## config.mk

```make
export PLATFORM = sky130hd
export DESIGN_NAME = pipeline_register_skid
export DESIGN_NICKNAME = d
export VERILOG_FILES = /design/src/rtl/pipeline_register_skid.sv
export SDC_FILE = /design/constraint.sdc
export NUM_CORES = 1
export LEC_CHECK = 0
export CAP_MARGIN = 10
export CORE_MARGIN = 2
export CORE_UTILIZATION = 40
export CTS_BUF_LIST = sky130_fd_sc_hd__clkbuf_2
export DETAILED_ROUTE_END_ITERATION = 12
export HOLD_SLACK_MARGIN = 0.08
export MAX_ROUTING_LAYER = met4
export PLACE_DENSITY = 0.64
export SYNTH_ARGS = -nofsm -noshare
export SYNTH_HDL_FRONTEND = slang
export SYNTH_SLANG_ARGS = --single-unit
```

## constraint.sdc

```tcl
create_clock -name clk -period 4.5 [get_ports clk]
set_input_delay 0.9 -clock clk [delete_from_list [all_inputs] [get_ports clk]]
set_output_delay 0.9 -clock clk [all_outputs]
set_load 0.05 [all_outputs]
```

## src/rtl/pipeline_register_skid.sv

```systemverilog
`default_nettype none
// ============================================================================
// Module      : pipeline_register_skid
// Description : Valid/ready pipeline stage register with a 2-entry skid
//               buffer, registered upstream ready, synchronous flush and a
//               saturating stall counter.
// Revision    : 1.0 - initial release
// ============================================================================
module pipeline_register_skid #(
    parameter int               N       = 32,
    parameter logic [N-1:0]     CLR_VAL = '0,
    parameter int               CNT_W   = 16
) (
    input  logic             clk,
    input  logic             rst,
    input  logic             flush,
    input  logic             in_valid,
    output logic             in_ready,
    input  logic [N-1:0]     in_data,
    output logic             out_valid,
    input  logic             out_ready,
    output logic [N-1:0]     out_data,
    output logic [1:0]       occupancy,
    output logic [CNT_W-1:0] stall_cnt
);

    // State encoding doubles as the occupancy count.
    typedef enum logic [1:0] {
        S_EMPTY = 2'd0,
        S_ONE   = 2'd1,
        S_FULL  = 2'd2
    } state_t;

    localparam logic [CNT_W-1:0] C_CNT_MAX = '1;
    localparam logic [CNT_W-1:0] C_CNT_ONE = {{(CNT_W-1){1'b0}}, 1'b1};

    state_t           state_q, state_d;
    logic [N-1:0]     main_q, main_d;
    logic [N-1:0]     skid_q, skid_d;
    logic             in_ready_q, in_ready_d;
    logic [CNT_W-1:0] stall_cnt_q, stall_cnt_d;

    logic w_accept;
    logic w_consume;
    logic w_out_valid;

    assign w_out_valid = (state_q != S_EMPTY);
    assign w_accept    = in_valid & in_ready_q;
    assign w_consume   = w_out_valid & out_ready;

    always_comb begin
        state_d     = state_q;
        main_d      = main_q;
        skid_d      = skid_q;
        stall_cnt_d = stall_cnt_q;

        if (flush) begin
            state_d = S_EMPTY;
            main_d  = CLR_VAL;
            skid_d  = CLR_VAL;
        end else begin
            unique case (state_q)
                S_EMPTY: begin
                    if (w_accept) begin
                        main_d  = in_data;
                        state_d = S_ONE;
                    end else begin
                        main_d  = CLR_VAL;
                    end
                end
                S_ONE: begin
                    if (w_accept && w_consume) begin
                        main_d  = in_data;
                    end else if (w_accept) begin
                        skid_d  = in_data;
                        state_d = S_FULL;
                    end else if (w_consume) begin
                        main_d  = CLR_VAL;
                        state_d = S_EMPTY;
                    end
                end
                S_FULL: begin
                    if (w_consume) begin
                        main_d  = skid_q;
                        skid_d  = CLR_VAL;
                        state_d = S_ONE;
                    end
                end
                default: begin
                    state_d = S_EMPTY;
                    main_d  = CLR_VAL;
                    skid_d  = CLR_VAL;
                end
            endcase

            if (w_out_valid && !out_ready && (stall_cnt_q != C_CNT_MAX)) begin
                stall_cnt_d = stall_cnt_q + C_CNT_ONE;
            end
        end

        in_ready_d = (state_d != S_FULL);
    end

    always_ff @(posedge clk or negedge rst) begin
        if (!rst) begin
            state_q     <= S_EMPTY;
            main_q      <= CLR_VAL;
            skid_q      <= CLR_VAL;
            in_ready_q  <= 1'b1;
            stall_cnt_q <= '0;
        end else begin
            state_q     <= state_d;
            main_q      <= main_d;
            skid_q      <= skid_d;
            in_ready_q  <= in_ready_d;
            stall_cnt_q <= stall_cnt_d;
        end
    end

    assign in_ready  = in_ready_q;
    assign out_valid = w_out_valid;
    assign out_data  = main_q;
    assign occupancy = state_q;
    assign stall_cnt = stall_cnt_q;

endmodule
`default_nettype wire

```

# Word level (Yosys, flattened, before mapping)
# Cells that the tools add are included.
# totals
reg_bits	83
latchBits	0
ramBits	0
rom_bits	0
in_bits	37
out_inout_bits	52
wordCells	46
mem_count	0
# op_classes
add_sub_neg	1
multipliers	0
n_div	0
n_lt_le_gt_ge	0
n_eq_ne	10
shift	0
muxes	18
n_bitwise	3
n_reduce_logical	9
# ops
cell	count
$mux W32	9
$pmux W32 S3	2
$add A16 B1 Y16 const B	1
$ne A16 B16 Y1 const B	1
$mux W2	6
$ne A3 B3 Y1 const B	3
$ne A4 B4 Y1 const B	2
$pmux W2 S3	1
$ne A2 B2 Y1 const B	2
$reduce_and A4 Y1	1
$logic_and A1 B1 Y1	3
$reduce_and A3 Y1	1
$and A1 B1 Y1	2
$eq A2 B1 Y1 const B	1
$eq A2 B2 Y1 const B	1
$logic_not A2 Y1	1
$reduce_and A2 Y1	1
$reduce_bool A2 Y1	1
$logic_not A1 Y1	1
$not A1 Y1	1

# Depth between registers and ports, before layout
# depth
depth_word	8
mapped_depth	6
ltp_nobuf	5

# Least setup slack after synthesis
# OpenSTA, ideal clock, no wires.
# synth_path
path_kind	reg2out
start	register state_q[1] (netlist: occupancy[1])
end	output out_valid
arrival_ns	1.252
t_required_ns	3.600
slack_ns	2.348
path_stages_with_launch	4
path_buffers	1
cell_sequence	dfrtp_1 -> buf_4 -> nor2_4 -> inv_1
# synth_between
elab_chain_len	1
# synth_lines
item	line_no	source
from (decl)	37	state_t state_q, state_d;
from (signal assigned)	112	state_q <= state_d;
$reduce_bool A2 Y1	47	assign w_out_valid = (state_q != S_EMPTY);
to (decl)	20	output logic out_valid,
# Every way passes these cells.

# Worst setup path in the final report
# Same ends and word-level chain as after synthesis.

==> results.md <==
* Status: completed
* Initial drt markers at 119
* Max Cap Viol at 0
* Sequential Area at 0.00208 mm^2
* RR Endpoint: skid_q[9]
* Critical Path, Cell by Cell: nor2_4 > inv_1 > clkdlybuf4s50_1
* N_diodes at 0
* Antenna-violating nets left at 0
* Mapped Avg Cell Area at 10.3 um^2
* GRT Residual Overflow at 0
* DRT Wirelength at 8900 um
* Final setup fails at 0
* Cells after Synth at 374
* Syn nets at 412
* Area of the multi-input gates at 0.00154 mm^2
* Final period util at 67.5%
* Placement Rows at 35
* Height of the die at 102 um
* Setup CP Type: reg -> out
* R2R Path Start: occupancy[0]
* Synth unique cells at 42
* Pin count of the biggest net entering global routing at 64
* Vias per inst at 5.09
* Dpl cells at 573
* Clock latency on the worst-skew pair at 510 ps
* Post-CTS setup buffers at 0
* Vias at 2997
* R2R setup slack at 2390 ps
* Starting Density at 41.6%
* Commonest non-fill, non-tap cells in the layout: clkdlybuf4s50_1, dfrtp_1, nand2_1
* Chip width at 102 um
* Post-layout minimum cycle time at 3040 ps
* Max Slew Vio Count at 0
* Dominant synthesized flop cell: dfrtp_1
* TritonCTS clock tree: yes
* Met3 usage at 3.21%
* CP max stage cell: clkdlybuf4s50_1
* Fin. Hold Viols at 0
* Layout cells sized above 1 at 8.26%
* Post-synthesis simple-gate area fraction at 13.0%
* Hold WS at 426 ps
* Max VDD drop at 0.125 mV
* Worst hold path class: in -> async
* Max-slew headroom at 45.2%
* Clk_skew at 38.6 ps
* Final nets at 493
* Post-Syn Area at 0.00386 mm^2
* Critical path origin: occupancy[1]
* Clock root buffer: clkbuf_2
* M1 GR Usage at 24.6%
* Warnings, synthesis at 0
* All-Layer GR Usage at 18.9%
* Post-Layout Cell Count at 589
* Tot Pwr at 1.61 mW
* Compound-Gate Fraction of Synth Area at 13.9%
* Fillers at 890
* Vias in the first global route at 3018
* Mux cell area share after synthesis at 8.98%
* Actual slew at the worst max-slew pin at 821 ps
* H-tree depth at 3
* Commonest non-fill, non-tap cell in the layout: clkdlybuf4s50_1
* R2R depth at 4
* Most Crowded Layer GR: met2
* Lkg Pwr at 2.09 nW
* Antenna violations before repair at 0
* Data required time at the worst endpoint at 3600 ps
* Main combinational cell family by area after synthesis: compound AO/OA/AOI/OAI gates
* Clock Tree Buf Depth at 2
* Ys async rst share at 100%
* XOR/XNOR share of the synthesized area at 3.18%
* Die area at 0.0105 mm^2
* Worst Path Max Fanout at 10
* PD cells at 326 mW/mm^2
* CTS buffer count at 9
* # port buffers at 88
* CP arrival at 2140 ps
* Detailed Routing Iterations Pass 1 at 4
* Post-detail-place hpwl at 5990 um
* RSZ-0062 raised after global routing: false
* Post-synth EDFFs at 0
* Met2 Track Usage GR at 30.5%
* CTS sink cnt at 83
* #FFs+latches synth at 83
* GPL Wtd Cong at 0.735
* Clock-pin slew on the worst setup and hold paths at 250 ps
* Resized cells post-CTS at 0
* Per-cell routed wire length at 15.1 um
* Sequential area share after synthesis at 53.8%
* Area delta synth->final at 27.9%
* Core ar. at 0.00928 mm^2
* Adder-cell share of the synthesized area at 0.324%
* First-pass GRT wire length at 15000 um
* Total Neg Setup Slack at 0 ps
* Detailed-route DRC error count at 0
* CTS Hold Bufs at 0
* Fmax at 329 MHz
* Worst path max stage delay at 790 ps
* Kind of start point of the critical path: register
* CP endpoint kind: output pin
* IO Count at 89
[kinds of logic (layout without fill, tap and decap cells)]
group,count (synthesis),count (layout)
muxes,34,34
and+or+nand+nor,102,102
AOI/OAI and AO/OA,82,82
adders and majority gates,1,1
DFF,83,83
xor gates and xnor gates,14,14
buffers and inverters,58,144
[registers in the layout (all words and copies together) (netlist names)]
signal / cells
out_data: 32
skid_q: 32
stall_cnt: 16
occupancy: 2
in_ready: 1
[synth_stat cells (3+ instances only)]
cell | instances | area [um^2]
and3_1 | 4 | 25.0
or2_2 | 3 | 18.8
o21ai_0 | 23 | 115
nor2_1 | 4 | 15.0
clkbuf_1 | 5 | 18.8
o211ai_1 | 5 | 37.5
xnor2_1 | 14 | 123
nand2_1 | 70 | 263
inv_1 | 34 | 128
a22oi_1 | 32 | 240
mux2i_1 | 32 | 320
dfrtp_1 | 82 | 2050
nand3_1 | 4 | 20.0
o21ai_1 | 12 | 60.1
buf_6 | 3 | 33.8
buf_2 | 14 | 70.1
[area by class of cell]
type / count / area share (%)
flip-flops and latches: 83 / 42.1
multi-input cells: 233 / 31.2
clock buffers: 11 / 1.11
inverters: 34 / 2.58
repair buffers: 94 / 18.7
clock inverters: 5 / 1.09
well taps: 129 / 3.27
[layer usage]
layer  routed length (um)  vias to the layer above
li1                     -                     1434
met1                 3990                     1482
met2                 4480                       73
met3                  350                        8
met4                   89                        0
met5                    0                        -
[how the worst max path moves through the flow]
| stage | endpoint | cells past startpoint |
|---|---|---|
| floorplan | out_valid | 3 |
| global placement | skid_q[1] | 5 |
| detailed placement | skid_q[11] | 5 |
| CTS | out_valid | 3 |
| global route | out_valid | 3 |
| finish | out_valid | 3 |
[worst max-delay path, delay by kind of cell (launching register included)]
family	cells	cell delay, ps
buffers and inverters	2	870
and+or+nand+nor	1	100
DFF	1	650
[through the flow]
| stage | utilization (%) | setup slack (ps) | cell area [um^2] |
|---|---|---|---|
| finish | 53.2 | 1460 | 4940 |
| detailed placement | 52.0 | 1350 | 4830 |
| global route | 53.2 | 1310 | 4940 |
| floorplan | - | 2350 | 3860 |
| global placement | 52.0 | 1450 | 4830 |
| CTS | 53.2 | 1420 | 4940 |
[report_power, final]
part	switching (mW)	internal (mW)
clock	0.251	0.130
sequential	0.0442	0.795
combinational	0.244	0.144
total	0.540	1.07
Power figures use the tool's default switching activity.
